$ cat config.mk
export PLATFORM = sky130hd
export DESIGN_NAME = display_scan_ctrl
export DESIGN_NICKNAME = d
export VERILOG_FILES = /design/src/rtl/display_scan_ctrl.sv
export SDC_FILE = /design/constraint.sdc
export NUM_CORES = 1
export LEC_CHECK = 0
export ABC_AREA = 0
export ABC_CLOCK_PERIOD_IN_PS = 2400
export CORE_ASPECT_RATIO = 1.25
export CORE_MARGIN = 4
export CORE_UTILIZATION = 45
export CTS_CLUSTER_DIAMETER = 120
export CTS_CLUSTER_SIZE = 28
export DETAILED_ROUTE_END_ITERATION = 10
export PLACE_DENSITY = 0.67
export SETUP_SLACK_MARGIN = 0.15
export SKIP_CTS_REPAIR_TIMING = 1
export SYNTH_ARGS = -nofsm -noshare
export SYNTH_HDL_FRONTEND = slang
export SYNTH_SLANG_ARGS = --single-unit
$ cat constraint.sdc
create_clock -name clk -period 2.4 [get_ports clk]
set_clock_uncertainty 0.1 [all_clocks]
set_input_delay 0.48 -clock clk [delete_from_list [all_inputs] [get_ports clk]]
set_output_delay 0.48 -clock clk [all_outputs]
set_load 0.02 [all_outputs]
$ cat src/rtl/display_scan_ctrl.sv
// display_scan_ctrl
//   Time-multiplexed N-digit display scanner. A prescaler holds each digit for PRESCALE clocks
//   while a digit index walks 0..NUM_DIGITS-1. New display data is applied only at the frame
//   boundary, so a frame is never torn. The block also does leading-zero blanking and per-digit
//   blinking.
//
// Ports
//   clk           in   system clock, rising edge
//   reset         in   synchronous active-high reset
//   code_in       in   digit codes, digit i = code_in[4i+3:4i]
//   load          in   1-cycle request to capture code_in (applied at the next frame boundary)
//   blank_lz      in   1: suppress leading zeros
//   blink_mask    in   1: digit i blinks (sampled live)
//   digit_select  out  one-hot digit strobe, active-low when SEL_ACTIVE_LOW = 1
//   out           out  4-bit code of the selected digit
//   blank         out  1: all segments off for this digit
//   frame_tick    out  1-cycle pulse in the first cycle digit 0 is shown after a wrap
module display_scan_ctrl #(
   parameter int unsigned NUM_DIGITS     = 4,
   parameter int unsigned PRESCALE       = 1000,
   parameter int unsigned BLINK_DIV      = 256,
   parameter bit          SEL_ACTIVE_LOW = 1'b1
) (
   input  logic                    clk,
   input  logic                    reset,
   input  logic [4*NUM_DIGITS-1:0] code_in,
   input  logic                    load,
   input  logic                    blank_lz,
   input  logic [NUM_DIGITS-1:0]   blink_mask,
   output logic [NUM_DIGITS-1:0]   digit_select,
   output logic [3:0]              out,
   output logic                    blank,
   output logic                    frame_tick
);

   localparam int unsigned IdxW   = $clog2(NUM_DIGITS);
   localparam int unsigned PrescW = (PRESCALE > 1) ? $clog2(PRESCALE) : 1;
   localparam int unsigned BlinkW = (BLINK_DIV > 1) ? $clog2(BLINK_DIV) : 1;

   localparam logic [IdxW-1:0]   IdxLast   = IdxW'(NUM_DIGITS - 1);
   localparam logic [PrescW-1:0] PrescLast = PrescW'(PRESCALE - 1);
   localparam logic [BlinkW-1:0] BlinkLast = BlinkW'(BLINK_DIV - 1);

   localparam logic [NUM_DIGITS-1:0] SelIdle = {NUM_DIGITS{SEL_ACTIVE_LOW}};

   // Scan state
   logic [PrescW-1:0] presc_q, presc_d;
   logic [IdxW-1:0]   idx_q, idx_d;
   logic [BlinkW-1:0] blink_cnt_q, blink_cnt_d;
   logic              blink_phase_q, blink_phase_d;
   logic              wrap_q;

   // Display data
   logic [NUM_DIGITS-1:0][3:0] disp_q, disp_d;
   logic [NUM_DIGITS-1:0][3:0] pend_q, pend_d;
   logic                       pend_valid_q, pend_valid_d;

   // Registered outputs
   logic [NUM_DIGITS-1:0] sel_q, sel_d;
   logic [3:0]            out_q, out_d;
   logic                  blank_q, blank_d;
   logic                  frame_tick_q;

   logic                  presc_last;
   logic                  wrap;
   logic [NUM_DIGITS-1:0] lz_blank;

   assign presc_last = (presc_q == PrescLast);
   assign wrap       = presc_last && (idx_q == IdxLast);

   // Prescaler, index and blink sequencing
   always_comb begin
      presc_d       = presc_q;
      idx_d         = idx_q;
      blink_cnt_d   = blink_cnt_q;
      blink_phase_d = blink_phase_q;

      if (presc_last) begin
         presc_d = '0;
         idx_d   = (idx_q == IdxLast) ? '0 : idx_q + IdxW'(1);
      end else begin
         presc_d = presc_q + PrescW'(1);
      end

      if (wrap) begin
         if (blink_cnt_q == BlinkLast) begin
            blink_cnt_d   = '0;
            blink_phase_d = ~blink_phase_q;
         end else begin
            blink_cnt_d = blink_cnt_q + BlinkW'(1);
         end
      end
   end

   // Frame-synchronous load: a load at the wrap takes priority over anything pending
   always_comb begin
      disp_d       = disp_q;
      pend_d       = pend_q;
      pend_valid_d = pend_valid_q;

      if (wrap) begin
         if (load) begin
            disp_d = code_in;
         end else if (pend_valid_q) begin
            disp_d = pend_q;
         end
         pend_valid_d = 1'b0;
      end else if (load) begin
         pend_d       = code_in;
         pend_valid_d = 1'b1;
      end
   end

   // Output decode for the current index
   always_comb begin
      logic zero_run;
      zero_run = 1'b1;
      lz_blank = '0;
      // Walk down from the most significant digit; a digit is leading-zero while every digit
      // from the top down to it is zero. Digit 0 always shows.
      for (int i = NUM_DIGITS - 1; i >= 0; i--) begin
         zero_run = zero_run && (disp_q[i] == 4'h0);
         if (i != 0) begin
            lz_blank[i] = blank_lz && zero_run;
         end
      end

      sel_d        = '0;
      sel_d[idx_q] = 1'b1;
      if (SEL_ACTIVE_LOW) begin
         sel_d = ~sel_d;
      end

      out_d   = disp_q[idx_q];
      blank_d = lz_blank[idx_q] || (blink_mask[idx_q] && blink_phase_q);
   end

   always_ff @(posedge clk) begin
      if (reset) begin
         presc_q       <= '0;
         idx_q         <= '0;
         blink_cnt_q   <= '0;
         blink_phase_q <= 1'b0;
         wrap_q        <= 1'b0;
         disp_q        <= '0;
         pend_q        <= '0;
         pend_valid_q  <= 1'b0;
         sel_q         <= SelIdle;
         out_q         <= 4'h0;
         blank_q       <= 1'b1;
         frame_tick_q  <= 1'b0;
      end else begin
         presc_q       <= presc_d;
         idx_q         <= idx_d;
         blink_cnt_q   <= blink_cnt_d;
         blink_phase_q <= blink_phase_d;
         wrap_q        <= wrap;
         disp_q        <= disp_d;
         pend_q        <= pend_d;
         pend_valid_q  <= pend_valid_d;
         sel_q         <= sel_d;
         out_q         <= out_d;
         blank_q       <= blank_d;
         // Delayed twice so the pulse lines up with the first registered digit-0 output
         frame_tick_q  <= wrap_q;
      end
   end

   assign digit_select = sel_q;
   assign out          = out_q;
   assign blank        = blank_q;
   assign frame_tick   = frame_tick_q;

endmodule

# ---- After elaboration in Yosys (flattened, before gate mapping)
# Index checks and enable logic that the tools add are counted.
dict set report op_classes {
  reduce_logical 18
  mux 12
  addsub 3
  n_eq_ne 3
  order_cmp 2
  n_bitwise 3
}
# operator count
set ops {}
lappend ops {{two-way mux 16 bit} 2}
lappend ops {{logical NOT 4 bit} 3}
lappend ops {{adder 10 x 1 -> 10 bit (second input constant)} 1}
lappend ops {{== test 10 bit (second input constant)} 1}
lappend ops {{adder 8 x 1 -> 8 bit (second input constant)} 1}
lappend ops {{binary-select mux 4 bit (select 2 bit)} 1}
lappend ops {{== test 8 bit (second input constant)} 1}
lappend ops {{logical AND 1 bit} 8}
lappend ops {{two-way mux 8 bit} 1}
lappend ops {{AND reduction 2 bit} 3}
lappend ops {{binary-select mux 1 bit (select 2 bit)} 2}
lappend ops {{two-way mux 4 bit} 1}
lappend ops {{inverter 4 bit} 1}
lappend ops {{OR reduction 2 bit} 2}
lappend ops {{less-than comparator 2 x 3 -> 1 bit (second input constant)} 1}
lappend ops {{two-way mux 1 bit} 3}
lappend ops {{adder 2 x 1 -> 2 bit (second input constant)} 1}
lappend ops {{demux 1 bit (select 2 bit)} 1}
lappend ops {{== test 2 bit (second input constant)} 1}
lappend ops {{greater-or-equal comparator 2 x 1 -> 1 bit (second input constant)} 1}
lappend ops {{two-way mux 2 bit} 1}
lappend ops {{inverter 1 bit} 2}
lappend ops {{nonzero test 2 bit} 1}
lappend ops {{logical OR 1 bit} 1}
dict set report totals {
  elab_cells 59
  regBits 65
  input_bits 24
}

# ---- Depth between registers and ports, before layout
dict set report logic_depth {
  depth_word 7
  ltp_mapped 6
  mapped_depth_nobuf 5
}

# ---- Worst setup path before layout
# OpenSTA, ideal clock, no wires.
dict set report synth_path {
  path_type {register to register}
  from {reg presc_q[0]}
  to {reg disp_q[0] in the netlist's numbering}
  t_arrival_ps 1641
  stages_incl_launch_ff 7
  setup_slack_ps 588
  setup_time_ps 70
  required_ps 2230
  period_less_slack_ps 1812
  path_cell_list {dfxtp_1 -> ha_1 -> and4bb_4 -> nand4_4 -> clkbuf_2 -> or3_1 -> a21oi_1}
}
dict set report synth_via {
  elab_chain_len 3
}
# item line
set synth_lines {}
lappend synth_lines {{start, declared} 47} ;# logic [PrescW-1:0] presc_q, presc_d;
lappend synth_lines {{start signal, assigned} 153} ;# presc_q <= presc_d;
lappend synth_lines {{== test 10 bit} 68} ;# assign presc_last = (presc_q == PrescLast);
lappend synth_lines {{logical AND 1 bit} 69} ;# assign wrap = presc_last && (idx_q == IdxLast);
lappend synth_lines {{AND reduction 2 bit (no line)} n/a}
lappend synth_lines {{end signal, assigned} 158} ;# disp_q <= disp_d;
lappend synth_lines {{end, declared} 54} ;# logic [NUM_DIGITS-1:0][3:0] disp_q, disp_d;
# Every way passes these cells.
# A chain may end at the register's enable or synchronous reset.

# ---- Worst setup path in the final report
dict set report layout_path {
  from {reg presc_q[0]}
  to {reg blink_cnt_q[4]}
}
dict set report layout_via {
  elab_chain_len 2
}
# item line
set layout_lines {}
lappend layout_lines {{== test 10 bit} 68}
lappend layout_lines {{logical AND 1 bit} 69}
lappend layout_lines {{end signal, assigned} 155} ;# blink_cnt_q <= blink_cnt_d;
lappend layout_lines {{end, declared} 49} ;# logic [BlinkW-1:0] blink_cnt_q, blink_cnt_d;
# Every way passes these cells.

==> out/qor.yml <==
global_route:
  grt_pass1_vias: 2007
  antenna_found_initial: 0
  grt_pass1_wl_mm: 9.12
  grt_max_degree: 35
  grt_use_total: 0.149
  grt_overflow: 0
timing:
  relSlewSlack: 0.734
  clock.fmax_mhz: 475
  slew_viol_final: 0
  finalCritPeriodShare: 0.877
  setup_viol: 0
  fin_setup_tns_ns: 0
  holdWs_ns: 0.346
  rsz0062_at_grt: "false"
  hold_viol_final: 0
  tightest_slew_ns: 0.399
  min_period_ns: 2.10
power_and_ir_drop:
  power_density_mw_per_mm2: 652
  power_leakage_nw: 1.31
  comb_power_share: 0.069
  p_clk_frac: 0.443
  swShare: 0.216
  seq_power_share: 0.488
  internal_power_mw: 1.79
  ir_drop_v: 0.000618
  p_sw_uw: 492
  totalPowerFinal_mw: 2.28
flow_run:
  drv_cap: 0
synth:
  synth_top_cell_by_area: "dfxtp_1"
  syn_area_per_cell_sq_um: 9.65
  ys_seq_area_frac: 0.455
  synth_top_area_frac: 0.455
  synth_edf_count: 0
  synth_fp_nets: 326
  asyncSetResetFlopFracSynth: 0
  synthCells: 296
  synthMostInstantiatedCell: "dfxtp_1"
  synth_area_leaders: "dfxtp_1, mux2i_1, a21oi_1, or3_1, nor2_1"
  synthFlopType: "dfxtp_1"
  ys_warn_count: 0
  yosys_register_bits: 65
  synth.distinct_cells: 33
  syn_area_sq_mm: 0.00286
  yosys-top-cells-count: "dfxtp_1, mux2i_1, nor2_1"
worst_setup_path:
  path_max_fanout: 34
  worst_path_max_delay_cell: "or4_1"
  cp_data_required_time_ns: 2.57
  critPathMaxStageDelay_ns: 0.51
  critPathArrivalTime_ns: 2.27
  endpoint_kind: "register"
  timing.critical_path.from_type: "register"
  critPathKind: "reg2reg"
  crit_chain: "ha_1 > and4bb_4 > nand4_4 > or4_1 > a21oi_1"
drt:
  ant_nets: 0
  firstDrtPassIters: 4
  vias: 2123
  via_per_inst: 5.08
  drtIter0Drc: 86
  drc: 0
  wl_per_cell_um: 12.6
  routed_wl_mm: 5.28
clock_network:
  cts.reportedPaths.clkPinSlew_ns: 0.07
  cts_buffers: 9
  cts_root_buf: "clkbuf_8"
  clockBufferDepth: 2
  cts_tree: "yes"
  clock-sinks: 65
  insertion_delay_ns: 0.34
  cts_htree_levels: 3
floorplanning:
  die_area_sq_mm: 0.00770
  die_height_um: 97.1
  core-area_sq_mm: 0.00617
  die_width_um: 79.3
  pin_count: 34
  rows: 32
  initial_utilization: 0.463
layout:
  drive_gt1_frac: 0.102
  nets: 359
  syn_to_final_growth_pct: 22.6
  stdcell_count: 418
  fillers: 576
  final_util: 0.568
  n_antenna_cell: 0
hold_path:
  worst_hold_path_type: "reg2reg"
placed_design:
  dpl.hpwl_mm: 3.75
  gp_congestion: 0.761
  dp.cells: 403
  port_buffers: 33
outcome:
  outcome: "completed"
## layer usage
| layer | up-vias | share of wire | global-route usage |
|---|---|---|---|
| li1 | 1109 | - | - |
| met1 | 970 | 0.48 | 0.191 |
| met2 | 33 | 0.46 | 0.229 |
| met3 | 11 | 0.034 | 0.0362 |
| met4 | 0 | 0.022 | 0.0754 |
| met5 | - | 0 | 0 |
## metrics by stage
stage          instance area (sq um)  setup WS [ns]
2_1_floorplan                   2860          0.588
3_3_place_gp                    3290          0.348
3_5_place_dp                    3290          0.317
4_1_cts                         3500          0.285
5_1_grt                         3500          0.157
6_report                        3500          0.296
## sequential cells by signal, indices dropped and copies added (netlist names)
| signal | cells |
|---|---|
| pend_q | 16 |
| pend_valid_q | 1 |
| blank | 1 |
| out | 4 |
| blink_phase_q | 1 |
| frame_tick | 1 |
| blink_cnt_q | 8 |
| presc_q | 10 |
| disp_q | 16 |
| wrap_q | 1 |
| idx_q | 2 |
| digit_select | 4 |
## worst paths after layout
check	start	endpoint	slack [ns]	depth (start not counted)
max	presc_q[0]$_SDFF_PP0_	blink_cnt_q[4]$_SDFFE_PP0P_	0.30	5
min reg2reg	wrap_q$_SDFF_PP0_	frame_tick$_SDFF_PP0_	0.35	1
min	wrap_q$_SDFF_PP0_	frame_tick$_SDFF_PP0_	0.35	1
max reg2reg	presc_q[0]$_SDFF_PP0_	blink_cnt_q[4]$_SDFFE_PP0P_	0.30	5
## logic make-up (layout without fill, tap and decap cells)
kind of cell	after synthesis	after routing	share of synthesized area
xor+xnor	10	10	0.0307
compound gates	52	52	0.105
mux	38	38	0.155
buf+inv	27	64	0.0416
fa+ha+maj	6	6	0.0263
flops	65	65	0.455
simple gates	98	98	0.187
## critical path, delay by kind of cell (launching register included)
family | cells | cell delay (ns)
AOI/OAI and AO/OA | 1 | 0.15
and+or+nand+nor | 3 | 1.18
DFF | 1 | 0.37
adders and majority gates | 1 | 0.24
## power by group through the flow
stage	Sequential (mW)	Combinational (mW)	Clock [mW]
after floorplan	1.14	0.0910	0
after global placement	1.14	0.158	0
after detailed placement	1.14	0.159	0
after CTS	1.11	0.160	1.04
after global routing	1.12	0.173	1.09
final	1.11	0.158	1.01
## layout by cell type, fill, tap and decap left out, types with 2 or more instances in the layout
cell type / synthesis / routed
or4_1: 4 / 4
nor3_1: 4 / 4
nor2b_1: 5 / 5
nor4_1: 4 / 4
buf_4: 1 / 9
clkbuf_8: 0 / 10
nor2_1: 32 / 32
a21oi_1: 25 / 25
mux2i_1: 33 / 33
o31ai_1: 4 / 4
inv_1: 6 / 6
o21ai_1: 3 / 3
xnor2_1: 7 / 7
or3_1: 20 / 20
nand2_1: 11 / 11
bufinv_16: 0 / 2
clkdlybuf4s50_1: 0 / 33
nand2b_1: 5 / 5
and4_1: 2 / 2
dfxtp_1: 65 / 65
mux4_2: 5 / 5
o21ai_0: 17 / 17
clkinvlp_4: 0 / 2
ha_1: 6 / 6
nand3_1: 7 / 7
xor2_1: 3 / 3
## final cells by class
| type | instances | area [sq um] | area share |
|---|---|---|---|
| multi-input cells | 204 | 1440 | 0.410 |
| repair buffers | 43 | 418 | 0.119 |
| flip-flops and latches | 65 | 1300 | 0.371 |
| clock inverters | 5 | 80.1 | 0.0229 |
| inverters | 6 | 22.5 | 0.00643 |
| clock buffers | 10 | 138 | 0.0393 |
| well taps | 85 | 106 | 0.0304 |
No activity file was read; power rests on OpenSTA's default activity.
